**src/rtl/gcd_pkg.sv**
```systemverilog
// +------------------------------------------------------------------+
// | gcd_pkg: shared state encoding and default widths for gcd_core   |
// | Rev 1.0                                                          |
// +------------------------------------------------------------------+
`default_nettype none

package gcd_pkg;

  typedef enum logic [1:0] {
    IDLE = 2'd0,
    CALC = 2'd1,
    DONE = 2'd2
  } state_t;

  localparam int GCD_WIDTH  = 8;
  localparam int GCD_ITER_W = 16;

endpackage

`default_nettype wire

```
**src/rtl/gcd_step.sv**
```systemverilog
// +------------------------------------------------------------------+
// | gcd_step: one combinational subtract/swap Euclid step            |
// | Rev 1.0                                                          |
// +------------------------------------------------------------------+
`default_nettype none

module gcd_step #(
  parameter int WIDTH = 8
) (
  input  logic [WIDTH-1:0] a_i,
  input  logic [WIDTH-1:0] b_i,
  output logic [WIDTH-1:0] a_o,
  output logic [WIDTH-1:0] b_o,
  output logic             done_o,
  output logic             step_o
);

  always_comb begin
    a_o    = a_i;
    b_o    = b_i;
    done_o = 1'b0;
    step_o = 1'b0;
    if (b_i == '0) begin
      done_o = 1'b1;
    end else if (a_i < b_i) begin
      a_o    = b_i;
      b_o    = a_i;
      step_o = 1'b1;
    end else begin
      // a_i >= b_i here, so the subtraction cannot underflow
      a_o    = a_i - b_i;
      step_o = 1'b1;
    end
  end

endmodule

`default_nettype wire

```
**src/rtl/gcd_core.sv**
```systemverilog
// +------------------------------------------------------------------+
// | gcd_core: iterative Euclid GCD engine with valid/ready handshakes|
// | Rev 1.0                                                          |
// +------------------------------------------------------------------+
`default_nettype none

module gcd_core
  import gcd_pkg::*;
#(
  parameter int WIDTH  = GCD_WIDTH,
  parameter int ITER_W = GCD_ITER_W
) (
  input  logic              CLOCK_50,
  input  logic              reset,
  input  logic              in_valid,
  output logic              in_ready,
  input  logic [WIDTH-1:0]  a_in,
  input  logic [WIDTH-1:0]  b_in,
  output logic              out_valid,
  input  logic              out_ready,
  output logic [WIDTH-1:0]  result,
  output logic [ITER_W-1:0] iter_count,
  output logic              busy
);

  state_t             state_q, state_d;
  logic [WIDTH-1:0]   a_q, a_d;
  logic [WIDTH-1:0]   b_q, b_d;
  logic [WIDTH-1:0]   result_q, result_d;
  logic [ITER_W-1:0]  iter_q, iter_d;

  logic [WIDTH-1:0]   w_step_a;
  logic [WIDTH-1:0]   w_step_b;
  logic               w_step_done;
  logic               w_step_take;

  gcd_step #(
    .WIDTH (WIDTH)
  ) u_step (
    .a_i    (a_q),
    .b_i    (b_q),
    .a_o    (w_step_a),
    .b_o    (w_step_b),
    .done_o (w_step_done),
    .step_o (w_step_take)
  );

  always_comb begin
    state_d  = state_q;
    a_d      = a_q;
    b_d      = b_q;
    result_d = result_q;
    iter_d   = iter_q;
    case (state_q)
      IDLE: begin
        if (in_valid) begin
          a_d     = a_in;
          b_d     = b_in;
          iter_d  = '0;
          state_d = CALC;
        end
      end
      CALC: begin
        if (w_step_done) begin
          result_d = a_q;
          state_d  = DONE;
        end else begin
          a_d = w_step_a;
          b_d = w_step_b;
          // Counter sticks at all-ones instead of wrapping
          if (w_step_take && !(&iter_q)) begin
            iter_d = iter_q + ITER_W'(1);
          end
        end
      end
      DONE: begin
        if (out_ready) begin
          state_d = IDLE;
        end
      end
      default: state_d = IDLE;
    endcase
  end

  always_ff @(posedge CLOCK_50) begin
    if (reset) begin
      state_q  <= IDLE;
      a_q      <= '0;
      b_q      <= '0;
      result_q <= '0;
      iter_q   <= '0;
    end else begin
      state_q  <= state_d;
      a_q      <= a_d;
      b_q      <= b_d;
      result_q <= result_d;
      iter_q   <= iter_d;
    end
  end

  assign in_ready   = (state_q == IDLE);
  assign out_valid  = (state_q == DONE);
  assign busy       = (state_q == CALC);
  assign result     = result_q;
  assign iter_count = iter_q;

endmodule

`default_nettype wire

```
**config.mk**
```make
export PLATFORM = sky130hd
export DESIGN_NAME = gcd_core
export DESIGN_NICKNAME = d
export VERILOG_FILES = /design/src/rtl/gcd_pkg.sv /design/src/rtl/gcd_step.sv /design/src/rtl/gcd_core.sv
export SDC_FILE = /design/constraint.sdc
export NUM_CORES = 1
export LEC_CHECK = 0
export CORE_AREA = 2 2 70 72
export DETAILED_ROUTE_END_ITERATION = 10
export DIE_AREA = 0 0 72 74
export GPL_TIMING_DRIVEN = 0
export PLACE_DENSITY = 0.89
export SLEW_MARGIN = 0
export SYNTH_ARGS = -nofsm -noshare
export SYNTH_HDL_FRONTEND = slang
export SYNTH_SLANG_ARGS = --single-unit
export TNS_END_PERCENT = 5
```
**constraint.sdc**
```tcl
create_clock -name CLOCK_50 -period 5.04 [get_ports CLOCK_50]
set_input_delay 0.504 -clock CLOCK_50 [delete_from_list [all_inputs] [get_ports CLOCK_50]]
set_output_delay 0.504 -clock CLOCK_50 [all_outputs]
set_load 0.01 [all_outputs]
```
==> results.toml <==
[power]
peakVddDrop_v = 0.000201
p_leak_nw = 1.13
sw_frac_of_total_pct = 43.9
power_density_nw_per_um2 = 484
p_clk_share_pct = 15.7
pwr-share-comb_pct = 54.3
p_int_mw = 0.843
p_seq_share_pct = 30.1
power_switching_mw = 0.659

[setup_path]
crit_path_top_delay_cell = "clkdlybuf4s50_1"
critPathLaunchType = "flip-flop"
slowest_delay_ps = 580
arrival_ps = 1990
critPathKind = "reg -> out"
cp_cell_sequence = "nand2b_2, buf_4, clkinv_1, clkdlybuf4s50_1"
path_delay_family = "buffers and inverters"
cp.required_ps = 4540
end_kind = "output port"
path_buf_inv = 3
cp_max_fo = 10

[die]
coreArea_um2 = 4600
die_w_um = 72
rows = 25
pin_count = 47
start_util_pct = 54.1
die_area_um2 = 5330
fp.dieH_um = 74

[flow_run]
max_cap_violations = 0

[outcome]
status = "complete, no violations"

[sta]
layout_setup_ws_ps = 2550
clock.fmax_ghz = 0.401
tns_ps = 0
maxSlewHeadroom_pct = 47.0
setup_violations = 0
tightest_slew_ps = 788
final-hold-violation-count = 0
rsz0062_at_grt = "no"
min_period_over_period_pct = 49.5
drv_slew = 0
min_period_ps = 2490
skew_ps = 9.01

[cts]
path_clk_slew_ps = 80
numClockSinks = 42
cts_setup_buffers = 0
clockBufferDepth = 2
root_buffer = "clkbuf_8"
ctsResizeCount = 0
h-tree-depth = 2
hold_buffers = 0
cts_tree = "done"
clock_latency_ps = 310
numCtsBuffers = 5

[synthesis]
synth-seq-cells = 42
synth_area_um2 = 2490
ys_types = 59
yosys_warnings = 0
synth_edf_count = 0
syn_area_per_cell_um2 = 8.71
async_flop_share_pct = 0
synth_nets = 316
syn_inst = 286
ys.flop_type = "dfxtp_1"
yosysSeqAreaShare_pct = 33.8

[place]
hpwlAfterDp_um = 4810
preCtsSetupSlack_ps = 2430
io_buffers = 45
place.gp.congestion = 0.937

[layout]
layout_common_cells = "45 x clkdlybuf4s50_1, 42 x dfxtp_1, 41 x nor2_1, 23 x a21oi_1, 15 x mux2i_1"
num_antenna_cells = 0
syn_to_final_growth_pct = 24.6
fillers = 379
layout.cells.most_common = "clkdlybuf4s50_1"
nNetsFinal = 368
utilization_pct = 67.5
drive_gt1_share_pct = 8.26

[route]
viasPerCell = 6.19
num_vias = 2431
firstDrtPassIters = 4
wl_per_cell_um = 16.5
ant_nets = 0
drc = 0
detail_route.iter0.violations = 222
routed_wl_um = 6480

[global_route]
grt_pass1_wl_um = 10300
grt_usage_pct = 24.6
antenna_found_initial = 0
grt.overflow.total = 0
grt_pass1_vias = 2328
grt_max_degree = 14

[min_path]
holdCritPathClass = "reg -> reg"
==> state kept, by name, summed over array words and instances (netlist names) <==
| name | count |
|---|---|
| a_q | 8 |
| b_q | 8 |
| iter_count | 16 |
| state_q | 2 |
| result | 8 |
==> worst min-delay path: stages (launching register included) <==
cell and delay, ps:
dfxtp_1 330, a21oi_1 60, nor2_1 70
==> Yosys cell counts (3+ instances only) <==
| cell | number | area share (%) |
|---|---|---|
| buf_2 | 3 | 0.60 |
| clkbuf_1 | 7 | 1.1 |
| a21oi_1 | 23 | 4.6 |
| ha_1 | 9 | 4.5 |
| and3_1 | 5 | 1.3 |
| buf_4 | 3 | 0.90 |
| nor3_1 | 4 | 0.80 |
| a221oi_1 | 4 | 1.4 |
| inv_1 | 13 | 2.0 |
| nor4_2 | 3 | 1.5 |
| nand3_1 | 5 | 1.0 |
| or3_1 | 3 | 0.75 |
| nand2_1 | 9 | 1.4 |
| a311oi_1 | 8 | 2.8 |
| nand4_1 | 7 | 1.8 |
| xor2_1 | 4 | 1.4 |
| nand2b_1 | 4 | 1.0 |
| dfxtp_1 | 42 | 34 |
| nor2_1 | 41 | 6.2 |
| o211ai_1 | 7 | 2.1 |
| mux2i_1 | 15 | 6.0 |
| o21ai_0 | 7 | 1.4 |
| xnor2_1 | 13 | 4.6 |
| o21a_1 | 4 | 1.2 |
==> power by group through the flow <==
| stage | clock, mW | sequential, mW | combinational (mW) |
|---|---|---|---|
| 2_1_floorplan | 0 | 0.442 | 0.614 |
| 6_report | 0.235 | 0.452 | 0.815 |
| 4_1_cts | 0.237 | 0.450 | 0.801 |
| 3_3_place_gp | 0 | 0.457 | 0.769 |
| 3_5_place_dp | 0 | 0.457 | 0.796 |
| 5_1_grt | 0.253 | 0.459 | 0.879 |
==> per-layer routing <==
layer,up-vias,global-route usage [%],wire [um]
li1,1174,-,-
met1,1152,29.3,2760
met2,87,43.0,3140
met3,18,4.61,396
met4,0,12.2,184
met5,-,0,0
==> cell families after synthesis <==
family | share of synthesized area (%)
AO/OA/AOI/OAI | 25.2
XOR/XNOR | 5.98
adder cells (fa/ha/maj) | 5.33
buffers and inverters | 5.13
flip-flops | 33.8
multiplexers | 6.03
AND/OR/NAND/NOR | 18.6
==> worst paths after layout <==
| path | startpoint | to | slack, ps | cells past startpoint |
|---|---|---|---|---|
| setup / recovery | state_q[1] | busy | 2550 | 4 |
| hold / removal | result[1] | result[1] | 490 | 2 |
| setup reg to reg | a_q[0] | b_q[7] | 2590 | 9 |
| hold reg to reg | result[1] | result[1] | 490 | 2 |
==> area by class of cell <==
type / count / area [um^2] / share of cell area (%)
multi-input cells: 216 / 1520 / 49.0
flip-flops and latches: 42 / 841 / 27.1
repair buffers: 45 / 450 / 14.5
clock buffers: 6 / 82.6 / 2.66
plain buffers: 14 / 75.1 / 2.42
well taps: 54 / 67.6 / 2.18
inverters: 14 / 52.6 / 1.69
clock inverters: 2 / 12.5 / 0.403
==> metrics by stage <==
stage | power, mW | area (um^2) | instances | hold WS (ps)
4_1_cts | 1.49 | 3100 | 393 | 493
6_report | 1.50 | 3100 | 393 | 486
3_5_place_dp | 1.25 | 3010 | 385 | 472
3_3_place_gp | 1.23 | 3010 | 385 | 463
2_1_floorplan | 1.06 | 2490 | 286 | 482
5_1_grt | 1.59 | 3100 | 393 | 538
Note: power is estimated with default switching activity, not from simulation.
